<file path="src/rtl/usb20sr_refdes_onchip_mem_arbiter.sv">
// ---------------------------------------------------------------------------
// usb20sr_refdes_onchip_mem_arbiter
//
// Round-robin arbiter that shares the s2 port of the 32-bit on-chip memory
// between two Avalon-MM masters: m0 (ULPI RX DMA) and m1 (ULPI TX DMA).
// One transfer is accepted per clock. Read data is returned one cycle after
// the read is accepted. Addresses >= DEPTH never reach the memory. Such an
// access sets the sticky range_err flag, and a read of that kind still
// returns a zero data beat.
//
// Handshake (both masters): a master holds every request signal stable while
// its waitrequest is 1. A transfer is accepted in the cycle where it requests
// (read or write high) and its waitrequest is 0. Read data comes back with
// readdatavalid exactly one cycle after acceptance. There is no backpressure
// on the return path.
//
// Optional feature macro: ONCHIP_ARB_BURST_EN
//   Adds m0_burstcount/m1_burstcount. The first accepted beat of a burst locks
//   the grant to that master for burstcount accepted beats (0 counts as 1).
//
// Ports
//   clk, reset_n          clock, asynchronous active-low reset
//   mX_address/read/write/byteenable/writedata   master request (X = 0, 1)
//   mX_waitrequest        stall to master X (1 unless accepted this cycle)
//   mX_readdata/valid     read return to master X
//   mem_*                 memory s2 port (address2, chipselect2, write2,
//                         byteenable2, writedata2, clken2, readdata2)
//   range_err             sticky out-of-range flag
//   err_clr               clears range_err (a new error wins the same cycle)
// ---------------------------------------------------------------------------
module usb20sr_refdes_onchip_mem_arbiter #(
  parameter int DEPTH   = 33750,
  parameter int ADDR_W  = 16,
  parameter int BURST_W = 4
) (
  input  logic              clk,
  input  logic              reset_n,
  input  logic [ADDR_W-1:0] m0_address,
  input  logic              m0_read,
  input  logic              m0_write,
  input  logic [3:0]        m0_byteenable,
  input  logic [31:0]       m0_writedata,
`ifdef ONCHIP_ARB_BURST_EN
  input  logic [BURST_W-1:0] m0_burstcount,
`endif
  output logic              m0_waitrequest,
  output logic [31:0]       m0_readdata,
  output logic              m0_readdatavalid,
  input  logic [ADDR_W-1:0] m1_address,
  input  logic              m1_read,
  input  logic              m1_write,
  input  logic [3:0]        m1_byteenable,
  input  logic [31:0]       m1_writedata,
`ifdef ONCHIP_ARB_BURST_EN
  input  logic [BURST_W-1:0] m1_burstcount,
`endif
  output logic              m1_waitrequest,
  output logic [31:0]       m1_readdata,
  output logic              m1_readdatavalid,
  output logic [ADDR_W-1:0] mem_address,
  output logic              mem_chipselect,
  output logic              mem_write,
  output logic [3:0]        mem_byteenable,
  output logic [31:0]       mem_writedata,
  output logic              mem_clken,
  input  logic [31:0]       mem_readdata,
  output logic              range_err,
  input  logic              err_clr
);

  // A misconfigured instance (address wider than the 32-bit range compare,
  // or an empty burst counter) never accepts anything.
  localparam logic        CFG_OK  = (ADDR_W <= 32) && (BURST_W > 0);
  localparam logic [31:0] DEPTH_W = 32'(DEPTH);

  logic              w_m0_req;
  logic              w_m1_req;
  logic              w_any;
  logic              w_win;      // 0 = m0, 1 = m1
  logic              w_accept;
  logic [ADDR_W-1:0] w_addr;
  logic              w_wr;
  logic              w_rd;
  logic [3:0]        w_be;
  logic [31:0]       w_wdata;
  logic              w_oor;

  logic              r_last_grant;
  logic              r_tag_vld;
  logic              r_tag_id;
  logic              r_tag_oor;
  logic              r_range_err;

  assign w_m0_req = m0_read | m0_write;
  assign w_m1_req = m1_read | m1_write;

`ifdef ONCHIP_ARB_BURST_EN
  localparam logic [BURST_W-1:0] BC_ONE = BURST_W'(1);

  logic               r_lock;
  logic               r_lock_id;
  logic [BURST_W-1:0] r_left;     // beats still owed after the current one
  logic [BURST_W-1:0] w_bc;

  // While locked only the burst owner can be granted; if it drops its
  // request the port simply idles.
  always_comb begin
    if (r_lock) begin
      w_win = r_lock_id;
      w_any = r_lock_id ? w_m1_req : w_m0_req;
    end else begin
      w_win = w_m1_req & (~w_m0_req | ~r_last_grant);
      w_any = w_m0_req | w_m1_req;
    end
  end

  assign w_bc = w_win ? m1_burstcount : m0_burstcount;

  always_ff @(posedge clk or negedge reset_n) begin
    if (!reset_n) begin
      r_lock    <= 1'b0;
      r_lock_id <= 1'b0;
      r_left    <= '0;
    end else if (w_accept) begin
      if (r_lock) begin
        if (r_left == BC_ONE) begin
          r_lock <= 1'b0;
        end
        r_left <= r_left - BC_ONE;
      end else if (w_bc > BC_ONE) begin
        // burstcount 0 and 1 are single beats and never lock
        r_lock    <= 1'b1;
        r_lock_id <= w_win;
        r_left    <= w_bc - BC_ONE;
      end
    end
  end
`else
  // With both requesting, the master that was not granted last wins.
  assign w_win = w_m1_req & (~w_m0_req | ~r_last_grant);
  assign w_any = w_m0_req | w_m1_req;
`endif

  assign w_addr  = w_win ? m1_address    : m0_address;
  assign w_wr    = w_win ? m1_write      : m0_write;
  // read together with write is a write; the read is dropped
  assign w_rd    = (w_win ? m1_read : m0_read) & ~w_wr;
  assign w_be    = w_win ? m1_byteenable : m0_byteenable;
  assign w_wdata = w_win ? m1_writedata  : m0_writedata;
  assign w_oor   = 32'(w_addr) >= DEPTH_W;

  // Gating with reset_n keeps every stall high and the memory port quiet
  // while reset is asserted, even if masters are already requesting.
  assign w_accept = w_any & reset_n & CFG_OK;

  assign m0_waitrequest = ~(w_accept & ~w_win);
  assign m1_waitrequest = ~(w_accept &  w_win);

  assign mem_chipselect = w_accept & ~w_oor;
  assign mem_write      = w_accept & w_wr;
  assign mem_address    = w_accept ? w_addr  : '0;
  assign mem_byteenable = w_accept ? w_be    : 4'h0;
  assign mem_writedata  = w_accept ? w_wdata : 32'h0;
  assign mem_clken      = reset_n;

  always_ff @(posedge clk or negedge reset_n) begin
    if (!reset_n) begin
      r_last_grant <= 1'b1;
      r_tag_vld    <= 1'b0;
      r_tag_id     <= 1'b0;
      r_tag_oor    <= 1'b0;
      r_range_err  <= 1'b0;
    end else begin
      if (w_accept) begin
        r_last_grant <= w_win;
      end
      r_tag_vld <= w_accept & w_rd;
      r_tag_id  <= w_win;
      r_tag_oor <= w_oor;
      if (w_accept & w_oor) begin
        r_range_err <= 1'b1;
      end else if (err_clr) begin
        r_range_err <= 1'b0;
      end
    end
  end

  assign range_err = r_range_err;

  // The memory's registered output lines up with the tag captured at the
  // same edge the address was clocked in.
  assign m0_readdatavalid = r_tag_vld & ~r_tag_id;
  assign m1_readdatavalid = r_tag_vld &  r_tag_id;
  assign m0_readdata = (m0_readdatavalid & ~r_tag_oor) ? mem_readdata : 32'h0;
  assign m1_readdata = (m1_readdatavalid & ~r_tag_oor) ? mem_readdata : 32'h0;

endmodule

</file>
<file path="config.mk">
export PLATFORM = sky130hd
export DESIGN_NAME = usb20sr_refdes_onchip_mem_arbiter
export DESIGN_NICKNAME = d
export VERILOG_FILES = /design/src/rtl/usb20sr_refdes_onchip_mem_arbiter.sv
export SDC_FILE = /design/constraint.sdc
export NUM_CORES = 1
export LEC_CHECK = 0
export BUFFER_PORTS_ARGS = -buffer_cell sky130_fd_sc_hd__buf_2
export CAP_MARGIN = 30
export CORE_AREA = 2 2 104 106
export DETAILED_ROUTE_END_ITERATION = 10
export DIE_AREA = 0 0 106 108
export PLACE_DENSITY = 0.47
export SLEW_MARGIN = 40
export SYNTH_ARGS = -nofsm -noshare
export SYNTH_HDL_FRONTEND = slang
export SYNTH_SLANG_ARGS = --single-unit
</file>
<file path="constraint.sdc">
create_clock -name clk -period 3.6 [get_ports clk]
set_input_delay 0.36 -clock clk [delete_from_list [all_inputs] [get_ports clk]]
set_output_delay 0.36 -clock clk [all_outputs]
set_load 0.01 [all_outputs]
</file>
---- Word-level counts from Yosys, hierarchy flattened ----
Cells that the tools add are included.
operators by class
  multiplexer cells ....................... 12
  order comparisons ....................... 1
  bitwise operators ....................... 26
  reduce and logical (&&, ||, !) cells .... 1
operators with widths
  operator                                                    number
  32-bit two-way mux                                          4
  16-bit two-way mux                                          2
  16-bit greater-or-equal comparator (second input constant)  1
  1-bit bitwise AND                                           13
  1-bit NOT                                                   9
  4-bit two-way mux                                           2
  1-bit two-way mux                                           4
  1-bit bitwise OR                                            4
  2-bit nonzero test                                          1
storage, ports and cells
  flip-flop bits (word level) ............. 5
  logic and storage cells ................. 45
  output and inout bits ................... 124
  input bits .............................. 143

---- Logic depth before layout (Yosys ltp) ----
Gate-level depths: netlist (run 1).
  word-level depth ........................ 8
  mapped depth ............................ 9
  depth with buffers taken out ............ 6

---- Worst setup path after synthesis (run 1) ----
Ideal clock, no wire load.
  path type ............................... reg2out
  start point ............................. reg r_last_grant
  end point ............................... out mem_writedata[22]
  path slack .............................. 1,683 ps
  arrival ................................. 1,557 ps
  buffers on the path ..................... 3
  stages on the path, launching flop included .. 9
  required time ........................... 3,240 ps
  cells stage by stage .................... dfstp_2 -> o21a_1 -> or2_1 -> buf_6 -> inv_6 -> and2_4 -> buf_12 -> buf_8 -> a22o_1
on the way
  cells in the longest elaborated chain, start to end .. 5
ends and longest elaborated chain
  what                    line  source
  start, declared         88    logic r_last_grant;
  start signal, assigned  175   r_last_grant <= w_win;
  1-bit NOT               140   assign w_win = w_m1_req & (~w_m0_req | ~r_last_grant);
  1-bit bitwise OR        140
  1-bit bitwise AND       140
  32-bit two-way mux      149   assign w_wdata = w_win ? m1_writedata : m0_writedata;
  32-bit two-way mux      163   assign mem_writedata = w_accept ? w_wdata : 32'h0;
  end, declared           64    output logic [31:0] mem_writedata,
No other way between the ends.

---- Worst setup path in the final report (run 1) ----
  start point ............................. reg r_last_grant
  end point ............................... out mem_writedata[2]
Same word-level chain as after synthesis.

==> impl_results.md, run 1 <==
* Status: complete, no violations
* Setup Viol. Count Final at 0
* Initial DRC count at 91
* Synth Register Bits at 5
* Final ANT Viol Nets at 0
* H-tree Lvls at 1
* Critical Path AT at 2.26 ns
* Sequential area share after synthesis at 8.42%
* Routed WL at 8480 microns
* Psw at 245 uW
* Initial Util at 14.7%
* # DRC at 0
* # resized after CTS at 0
* Ys async rst share at 100%
* Total setup buffers inserted after CTS at 0
* Ys Warns at 0
* Max_cap viols at 0
* Met3 usage at 2.59%
* Setup TNS at 0 ns
* Syn nets at 364
* Gate power share at 69.1%
* Mapped cell area at 1500 sq um
* Prevailing post-synth register cell: dfrtp_1
* Synth-to-Final Area Change at 96.5%
* Routed vias at 2556
* Initial antenna violation count at 0
* Die width at 106 microns
* Library cells used by synthesis at 36
* Period utilisation layout at 72.8%
* Hold Path Class: primary input to asynchronous set/reset pin
* # diodes at 0
* Crit-path cells: o21a_1 -> or2_1 -> buf_4 -> inv_6 -> nor2_4 -> buf_8 -> a22o_1 -> buf_2
* CTS Root Cell: clkbuf_8
* Req. time, crit path at 3.24 ns
* Crit Path Max Fanout at 28
* # hold bufs at CTS at 0
* Placer Congestion at 0.793
* Avg Cell Area, Syn at 6.79 sq um
* Peak supply drop at 0.0716 mV
* Post-DP HPWL at 7190 microns
* Worst clock skew at 0.000585 ns
* Clock tree from TritonCTS: done
* Die Ht at 108 microns
* EDFF count, synth at 0
* Power Total at 574 uW
* Vias/cell at 4.18
* WL/cell at 13.9 microns
* Largest net degree at the start of global routing at 38
* Drt pass-1 iters at 4
* Longest Clk Path Bufs at 2
* Total global routing overflow at 0
* Syn Inst Count at 221
* Nets at 619
* Core footprint at 10200 sq um
* Port buffer count at 266
* Clock Power Share at 18.3%
* Power per cell area at 195 nW/um^2
* Slew Viols, Final at 0
* GR peak layer: met2
* IO Pins at 267
* Final cell count without fillers at 611
* Reg clk slew, reported paths at 0.04 ns
* Leak pwr at 1.85 nW
* Die area at 11400 sq um
* Measured slew at the worst slew-check pin at 0.431 ns
* Met2 GRT Util at 23.4%
* Inserted Clock Buffers at 3
* Placed insts at 606
* Std cell rows at 37
* Layout cells sized above 1 at 59.4%
* Critical path type: register to primary output
* CTS Sinks at 5
* Period minus WS final at 2.62 ns
* Min Hold Slack at 0.00623 ns
* Worst slew margin at 71.2%
* Slowest-stage cell, CP: dfstp_2
* CP endpoint kind: primary output
* RSZ-0062 raised after global routing: false
* M1 GR Usage at 15.5%
* Sw frac at 42.7%
* Seq pwr share at 12.6%
* Max stage delay on crit path at 0.55 ns
* Achievable Freq at 0.381 GHz
* First-pass GRT wire length at 11900 microns
* Final hold violation count at 0
* Number of global-route vias before repair at 2320
* CP startpoint kind: register
* Gr usage total at 12.8%
* Clock latency at the later pin of the worst-skew pair at 0.22 ns
* Internal Power at 329 uW
cells by family after synthesis:
| logic type | after synthesis | synth area share [%] |
|---|---|---|
| AO/OA/AOI/OAI | 66 | 33.4 |
| buffers and inverters | 26 | 12.1 |
| flip-flops | 5 | 8.42 |
| AND/OR/NAND/NOR | 124 | 46.0 |
per-layer routing:
| layer | vias to the layer above | routed length (microns) |
|---|---|---|
| li1 | 1282 | - |
| met1 | 1124 | 3310 |
| met2 | 144 | 4370 |
| met3 | 6 | 722 |
| met4 | 0 | 81 |
| met5 | - | 0 |
synthesized netlist by cell type (2+ instances only):
cell	n	area [sq um]
a21oi_1	20	100
a22o_1	36	315
and2_1	65	407
and3b_1	2	17.5
buf_2	5	25.0
buf_4	2	15.0
buf_6	2	22.5
buf_8	3	45.0
clkbuf_1	7	26.3
dfrtp_1	4	100
inv_1	4	15.0
nand2_1	38	143
nand3_1	2	10.0
nand4_1	2	12.5
nor2_1	2	7.51
nor2b_1	2	12.5
nor3b_1	2	15.0
nor4_1	2	12.5
o21a_1	2	15.0
or2_1	2	12.5
or4_1	2	15.0
registers in the layout (all words and copies together), names as in the netlist:
register and flops:
r_last_grant 1, r_tag_oor 1, r_tag_vld 1, range_err 1
r_tag_id 1
worst max-delay path, delay by kind of cell (launching register included):
| kind | cells | cell delay, ns |
|---|---|---|
| buffers and inverters | 4 | 0.72 |
| flip-flops | 1 | 0.55 |
| AND/OR/NAND/NOR | 2 | 0.39 |
| AO/OA/AOI/OAI | 2 | 0.38 |
layout by cell type (no fill, tap or decap):
cell	Yosys	layout
dfstp_2	1	1
buf_4	2	3
nand2b_1	1	1
a22oi_1	1	1
and2_4	1	1
inv_1	4	4
nor3b_2	0	1
nor2b_1	2	2
dfrtp_1	4	4
inv_2	1	1
and2_1	65	65
nand4_1	2	2
nor2_1	2	2
nor2_4	1	1
clkbuf_1	7	1
buf_2	5	266
o41ai_4	0	1
nor4_1	2	2
o21a_1	2	2
o21ai_0	1	1
a31oi_1	1	1
and3b_1	2	1
a211oi_1	1	1
a21oi_1	20	20
a32oi_1	1	1
and3b_2	0	1
nor3b_1	2	1
a22o_1	36	36
a311oi_1	1	1
buf_8	3	1
clkbuf_8	0	3
o221a_2	1	1
or4_1	2	2
nand2_1	38	38
nand3_1	2	2
inv_6	1	1
or2_1	2	2
power by group through the flow:
| stage | registers [mW] | logic (mW) | clock network, mW |
|---|---|---|---|
| floorplan | 0.0709 | 0.218 | 0 |
| CTS | 0.0726 | 0.398 | 0.110 |
| global route | 0.0740 | 0.434 | 0.114 |
| finish | 0.0722 | 0.396 | 0.105 |
| detailed placement | 0.0731 | 0.396 | 0 |
| global placement | 0.0726 | 0.395 | 0 |
path summary, 6_finish.rpt:
path,start,endpoint,slack (ns),cells past startpoint
hold / removal,reset_n,range_err,0.006,1
hold reg to reg,r_last_grant,r_last_grant,0.48,2
max in group asynchronous,reset_n,r_last_grant,3.33,1
min in group clk,m1_address[15],r_tag_oor,0.45,3
setup reg to reg,r_last_grant,r_last_grant,1.88,7
setup / recovery,r_last_grant,mem_writedata[2],0.98,8
through the flow:
step           worst slack (ns)  instance area [sq um]  utilization (%)
2_1_floorplan              1.68                   1500                -
3_3_place_gp              0.964                   2890             28.2
3_5_place_dp              0.914                   2890             28.2
4_1_cts                   0.705                   2930             28.7
5_1_grt                   0.804                   2950             28.8
6_report                  0.977                   2950             28.8
cell type report:
| class | instances | area [sq um] |
|---|---|---|
| well taps | 136 | 170 |
| clock buffers | 4 | 45.0 |
| multi-input cells | 190 | 1210 |
| fillers | 1176 | 7280 |
| flip-flops and latches | 5 | 126 |
| repair buffers | 270 | 1370 |
| inverters | 6 | 27.5 |
Power figures use the tool's default switching activity.
==> run 2, diff against run 1 <==
- CORE_AREA: 2 2 104 106 -> 2 2 105 107
- DIE_AREA: 0 0 106 108 -> 0 0 107 109
- PLACE_DENSITY: 0.47 -> 0.48
- clock period: 3.6 -> 2.3 ns (I/O delays scaled with it)
==> run 2 against run 1 <==
Clock skew grew 0.0054 ns. Core utilization down 0.70 points. Critical path type unchanged. Non-clock buffer count up 1. Sequential power rose by 57%. Via count increased by 0.70%. Highest routed layer unchanged.
==> impl_results.md, run 2 (synthesized netlist as in run 1, its figures left out) <==
* IO Pins at 267 (unchanged)
* Initial DRC count at 97 (+6.6%)
* Slowest-stage cell, CP: dfstp_2
* Setup Viol. Count Final at 0 (unchanged)
* Leak pwr at 1.86 nW (+0.75%)
* Routed WL at 8180 microns (-3.6%)
* Power per cell area at 304 nW/um^2 (+56%)
* Worst slew margin at 72.5% (+1.2 points)
* Period minus WS final at 2.13 ns
* Core Util, Final at 28.1% (-0.70 points)
* Final instance area at 2980 sq um (+1.1%)
* Routed vias at 2574 (+0.70%)
* CP endpoint kind: primary output
* H-tree Lvls at 1 (unchanged)
* Die width at 107 microns (+0.94%)
* Req. time, crit path at 2.07 ns (-1.17 ns)
* Drt pass-1 iters at 4 (unchanged)
* Number of global-route vias before repair at 2201 (-5.1%)
* Nets at 621 (+0.32%)
* Reg2reg start: r_last_grant
* Max_cap viols at 0 (unchanged)
* Max stage delay on crit path at 0.56 ns (about the same)
* Status: complete, no violations
* Reg clk slew, reported paths at 0.04 ns (about the same)
* Crit Path Max Fanout at 17 (-39%)
* Total global routing overflow at 0 (unchanged)
* Setup TNS at 0 ns (unchanged)
* Period utilisation layout at 92.7%
* # DRC at 0 (unchanged)
* Post-DP HPWL at 6940 microns (-3.5%)
* Commonest non-fill, non-tap cell in the layout: buf_2
* Worst clock skew at 0.00598 ns (+0.00540 ns)
* CTS Sinks at 5 (unchanged)
* CP startpoint kind: register
* Initial Util at 14.1% (-0.51 points)
* Power Total at 905 uW (+58%)
* Internal Power at 519 uW (+58%)
* Slew Viols, Final at 0 (unchanged)
* Vias/cell at 4.17 (-0.28%)
* Die Ht at 109 microns (+0.93%)
* Min Hold Slack at 0.301 ns (+0.295 ns)
* WL/cell at 13.3 microns (-4.5%)
* Gr usage total at 11.7% (-1.1 points)
* Clock Power Share at 17.9% (-0.4 points)
* Layout cells sized above 1 at 59.7% (+0.38 points)
* Hold path start: m1_address[15]
* Hold depth at 3
* Peak supply drop at 0.108 mV (+51%)
* Clock latency at the later pin of the worst-skew pair at 0.22 ns (about the same)
* R2r setup slk at 0.72 ns (-1.16 ns)
* RSZ-0062 raised after global routing: false
* Final ANT Viol Nets at 0 (unchanged)
* Core footprint at 10600 sq um (+3.6%)
* Inserted Clock Buffers at 3 (unchanged)
* Achievable Freq at 0.469 GHz
* Sw frac at 42.6% (-0.11 points)
* Seq pwr share at 12.5% (about the same)
* Hold Crit Endpoint: r_tag_oor
* Crit-path cells: o21a_1 -> or2_4 -> buf_4 -> a32oi_1 -> and3b_1 -> buf_2
* Gate power share at 69.6% (+0.5 points)
* Clock tree from TritonCTS: done
* Longest Clk Path Bufs at 2 (unchanged)
* Largest net degree at the start of global routing at 38 (unchanged)
* First-pass GRT wire length at 11100 microns (-6.4%)
* Die area at 11700 sq um (+1.9%)
* Measured slew at the worst slew-check pin at 0.413 ns (-0.0184 ns)
* DP Area at 2910 sq um (+0.87%)
* Port buffer count at 266 (unchanged)
* Most frequent cells in the layout: buf_2 (266), and2_1 (65), nand2_1 (38)
* Reg2reg end: range_err
* Total setup buffers inserted after CTS at 0 (unchanged)
* Critical path type: register to primary output
* Final hold violation count at 0 (unchanged)
* # diodes at 0 (unchanged)
* Hold Path Class: primary input to register
* Initial antenna violation count at 0 (unchanged)
* Placer Congestion at 0.732 (-7.7%)
* CTS Root Cell: clkbuf_8
* Synth-to-Final Area Change at 98.7%
* Psw at 386 uW (+57%)
* Critical Path AT at 1.90 ns (-0.36 ns)
* Std cell rows at 38 (+2.7%)
* R2r worst-path depth at 5 (-2)
## run 2: cell count changes in the layout (fill, tap and decap cells not counted), sizes merged
cell | before | now
clkbuf | 4 | 3
and2 | 66 | 67
clkinv | 0 | 1
dlygate4sd3 | 0 | 1
## run 2: power groups by stage
stage / logic (mW) / registers, mW / clock network (mW)
2_1_floorplan: 0.341 / 0.111 / 0
3_3_place_gp: 0.618 / 0.115 / 0
3_5_place_dp: 0.623 / 0.115 / 0
6_report: 0.630 / 0.113 / 0.162
4_1_cts: 0.628 / 0.114 / 0.170
5_1_grt: 0.693 / 0.116 / 0.179
## run 2: metal layers
| metal | share of wire (%) | global-route usage, % |
|---|---|---|
| met1 | 41 | 15.3 |
| met2 | 50 | 20.4 |
| met3 | 8.4 | 1.91 |
| met4 | 0.59 | 1.95 |
| met5 | 0 | 0 |
## run 2: final cells by class
| type | instances | area (sq um) |
|---|---|---|
| Clock buffer | 3 | 41.3 |
| Clock inverter | 1 | 5.00 |
| Fill cell | 1176 | 7620 |
| Inverter | 6 | 27.5 |
| Multi-Input combinational cell | 191 | 1220 |
| Sequential cell | 5 | 126 |
| Tap cell | 140 | 175 |
| Timing Repair Buffer | 271 | 1380 |
## run 2: stage by stage
stage,cells,setup slack [ns]
final,617,0.168
after global routing,617,0.0314
after CTS,616,0.0408
after detailed placement,611,0.249
after global placement,611,0.306
after floorplan,221,0.513
## run 2: how the worst max path moves through the flow
stage | from | end | slack [ns] | cells after the start
floorplan | r_last_grant | mem_writedata[22] | 0.51 | 8
global placement | m0_read | mem_writedata[14] | 0.31 | 7
detailed placement | m0_read | mem_writedata[21] | 0.25 | 7
CTS | r_last_grant | mem_chipselect | 0.04 | 6
global route | r_last_grant | mem_writedata[3] | 0.03 | 7
finish | r_last_grant | mem_chipselect | 0.17 | 6
## run 2: timing repair
item	in CTS	in global routing
setup endpoints to repair	0	37
hold endpoints to repair	4	0
hold buffers	1	0
resized for setup	0	2
## run 2: worst max-delay path, delay by kind of cell (launching register included)
family	cells	cell delay (ns)
flip-flops	1	0.56
AO/OA/AOI/OAI	2	0.37
AND/OR/NAND/NOR	2	0.39
buffers and inverters	2	0.35
==> run 3, diff against run 2 <==
- CTS_BUF_LIST: unset -> sky130_fd_sc_hd__clkbuf_4 sky130_fd_sc_hd__clkbuf_8 sky130_fd_sc_hd__clkbuf_16
- PLACE_DENSITY: 0.48 -> 0.51
==> run 3 against run 2 <==
First-iteration DRC count rose by 40%. Cell area grew 0.34%. Final cell count rose by 0.49%. Sequential power about the same. Core utilization is 0.094 points higher. Critical endpoint is now mem_writedata[14]. Largest power group unchanged.
==> impl_results.md, run 3 (synthesized netlist as in run 1, its figures left out) <==
* Initial DRC count at 136 (+40%)
* Drt pass-1 iters at 4 (unchanged)
* DP Area at 2920 sq um (+0.26%)
* Hold Path Class: primary input to register
* Initial antenna violation count at 3 (+3)
* Final hold violation count at 0 (unchanged)
* Placer Congestion at 0.732 (about the same)
* Min Hold Slack at 0.319 ns (+0.0179 ns)
* WL/cell at 12.8 microns (-3.4%)
* Reg clk slew, reported paths at 0.04 ns (about the same)
* CP endpoint kind: primary output
* Most frequent cells in the layout: buf_2 (266), and2_1 (65), nand2_1 (38)
* Clock tree from TritonCTS: done
* Commonest non-fill, non-tap cell in the layout: buf_2
* Nets at 622 (+0.16%)
* Initial Util at 14.1% (unchanged)
* Final instance area at 2990 sq um (+0.34%)
* Total global routing overflow at 0 (unchanged)
* R2r worst-path depth at 5 (unchanged)
* Critical Path AT at 1.98 ns (+0.08 ns)
* Critical path type: register to primary output
* IO Pins at 267 (unchanged)
* Core footprint at 10600 sq um (unchanged)
* Placed insts at 612 (+0.16%)
* H-tree Lvls at 1 (unchanged)
* Die Ht at 109 microns (unchanged)
* Gr usage total at 11.4% (-0.29 points)
* R2r setup slk at 0.68 ns (-0.04 ns)
* First-pass GRT wire length at 10600 microns (-4.7%)
* Status: complete, no violations
* Req. time, crit path at 2.07 ns (about the same)
* Layout cells sized above 1 at 59.4% (-0.33 points)
* Period minus WS final at 2.21 ns (+0.0756 ns)
* Achievable Freq at 0.453 GHz (-3.4%)
* Power per cell area at 303 nW/um^2 (-0.10%)
* Period utilisation layout at 96.0% (+3.3 points)
* Leak pwr at 1.87 nW (+0.24%)
* Hold Crit Endpoint: r_tag_oor
* Peak supply drop at 0.128 mV (+18%)
* Worst slew margin at 75.5% (+3.0 points)
* Crit Path Max Fanout at 22 (+5)
* CTS Sinks at 5 (unchanged)
* Reg2reg start: r_last_grant
* Final cell count without fillers at 620 (+0.49%)
* Synth-to-Final Area Change at 99.3%
* Final ANT Viol Nets at 0 (unchanged)
* Vias/cell at 4.18 (+0.29%)
* CP startpoint kind: register
* Routed vias at 2594 (+0.78%)
* RSZ-0062 raised after global routing: false
* Largest net degree at the start of global routing at 38 (unchanged)
* Hold depth at 3 (unchanged)
* Routed WL at 7940 microns (-3.0%)
* Number of global-route vias before repair at 2157 (-2.0%)
* Hold path start: m1_address[15]
* Inserted Clock Buffers at 3 (unchanged)
* Slew Viols, Final at 0 (unchanged)
* Die width at 107 microns (unchanged)
* Clock latency at the later pin of the worst-skew pair at 0.22 ns (about the same)
* # DRC at 0 (unchanged)
* Max_cap viols at 0 (unchanged)
* Post-DP HPWL at 6700 microns (-3.4%)
* Reg2reg end: range_err
* Die area at 11700 sq um (unchanged)
* Measured slew at the worst slew-check pin at 0.368 ns (-0.0454 ns)
* Setup Viol. Count Final at 0 (unchanged)
* # resized after CTS at 0 (unchanged)
* Setup TNS at 0 ns (unchanged)
* Port buffer count at 266 (unchanged)
* CTS Root Cell: clkbuf_8
* Std cell rows at 38 (unchanged)
* Total setup buffers inserted after CTS at 0 (unchanged)
* Longest Clk Path Bufs at 2 (unchanged)
* Worst clock skew at 0.00299 ns (-0.00299 ns)
==> run 3: changes by cell type in the layout (fill, tap and decap cells not counted), sizes merged <==
cell | previous run | this run
buf | 270 | 271
clkinv | 1 | 0
clkbuf | 3 | 4
diode | 0 | 2
==> run 3: metal layers <==
metal	part of all wire, %	global-route usage [%]	vias up
met2	49	20.1	132
met1	40	13.1	1160
li1	-	-	1292
met5	0.24	0	-
met4	1.3	4.27	2
met3	9.5	3.23	8
==> run 3: cell type report <==
| cell class | instances | area, sq um |
|---|---|---|
| Inverter | 6 | 27.5 |
| Timing Repair Buffer | 272 | 1390 |
| Tap cell | 140 | 175 |
| Clock buffer | 4 | 48.8 |
| Fill cell | 1164 | 7610 |
| Multi-Input combinational cell | 191 | 1220 |
| Antenna cell | 2 | 5.00 |
| Sequential cell | 5 | 126 |
==> run 3: metrics by stage <==
stage / setup WS (ns) / util [%] / total power, mW
floorplan: 0.513 / - / 0.452
global placement: 0.267 / 27.5 / 0.727
detailed placement: 0.234 / 27.5 / 0.734
CTS: 0.0718 / 28.1 / 0.916
global route: 0.00899 / 28.2 / 0.982
finish: 0.0926 / 28.2 / 0.907
==> run 3: worst max-delay path by stage <==
stage | from | endpoint | slack [ns] | cells after the start
after floorplan | r_last_grant | mem_writedata[22] | 0.51 | 8
after global placement | m0_read | mem_byteenable[3] | 0.27 | 7
after detailed placement | m0_read | mem_byteenable[3] | 0.23 | 7
after CTS | r_last_grant | mem_byteenable[3] | 0.07 | 6
after global routing | r_last_grant | mem_writedata[23] | 0.009 | 6
final | r_last_grant | mem_writedata[14] | 0.09 | 6
==> run 3: worst max-delay path, stage by stage, from the launching register on <==
cell	delay [ns]
dfstp_2	0.55
o21a_1	0.18
or2_1	0.21
inv_6	0.11
and2_2	0.34
a22o_1	0.23
buf_2	0.14
==> run 3: power breakdown <==
part	total [mW]	internal (mW)	switching, mW
logic	0.622	0.298	0.324
registers	0.113	0.102	0.0113
clock network	0.171	0.131	0.0408
total	0.907	0.531	0.376
==> run 3: what timing repair did <==
action,4_1_cts,5_1_grt
hold buffers,1,0
setup endpoints to repair,0,1
hold endpoints to repair,4,0
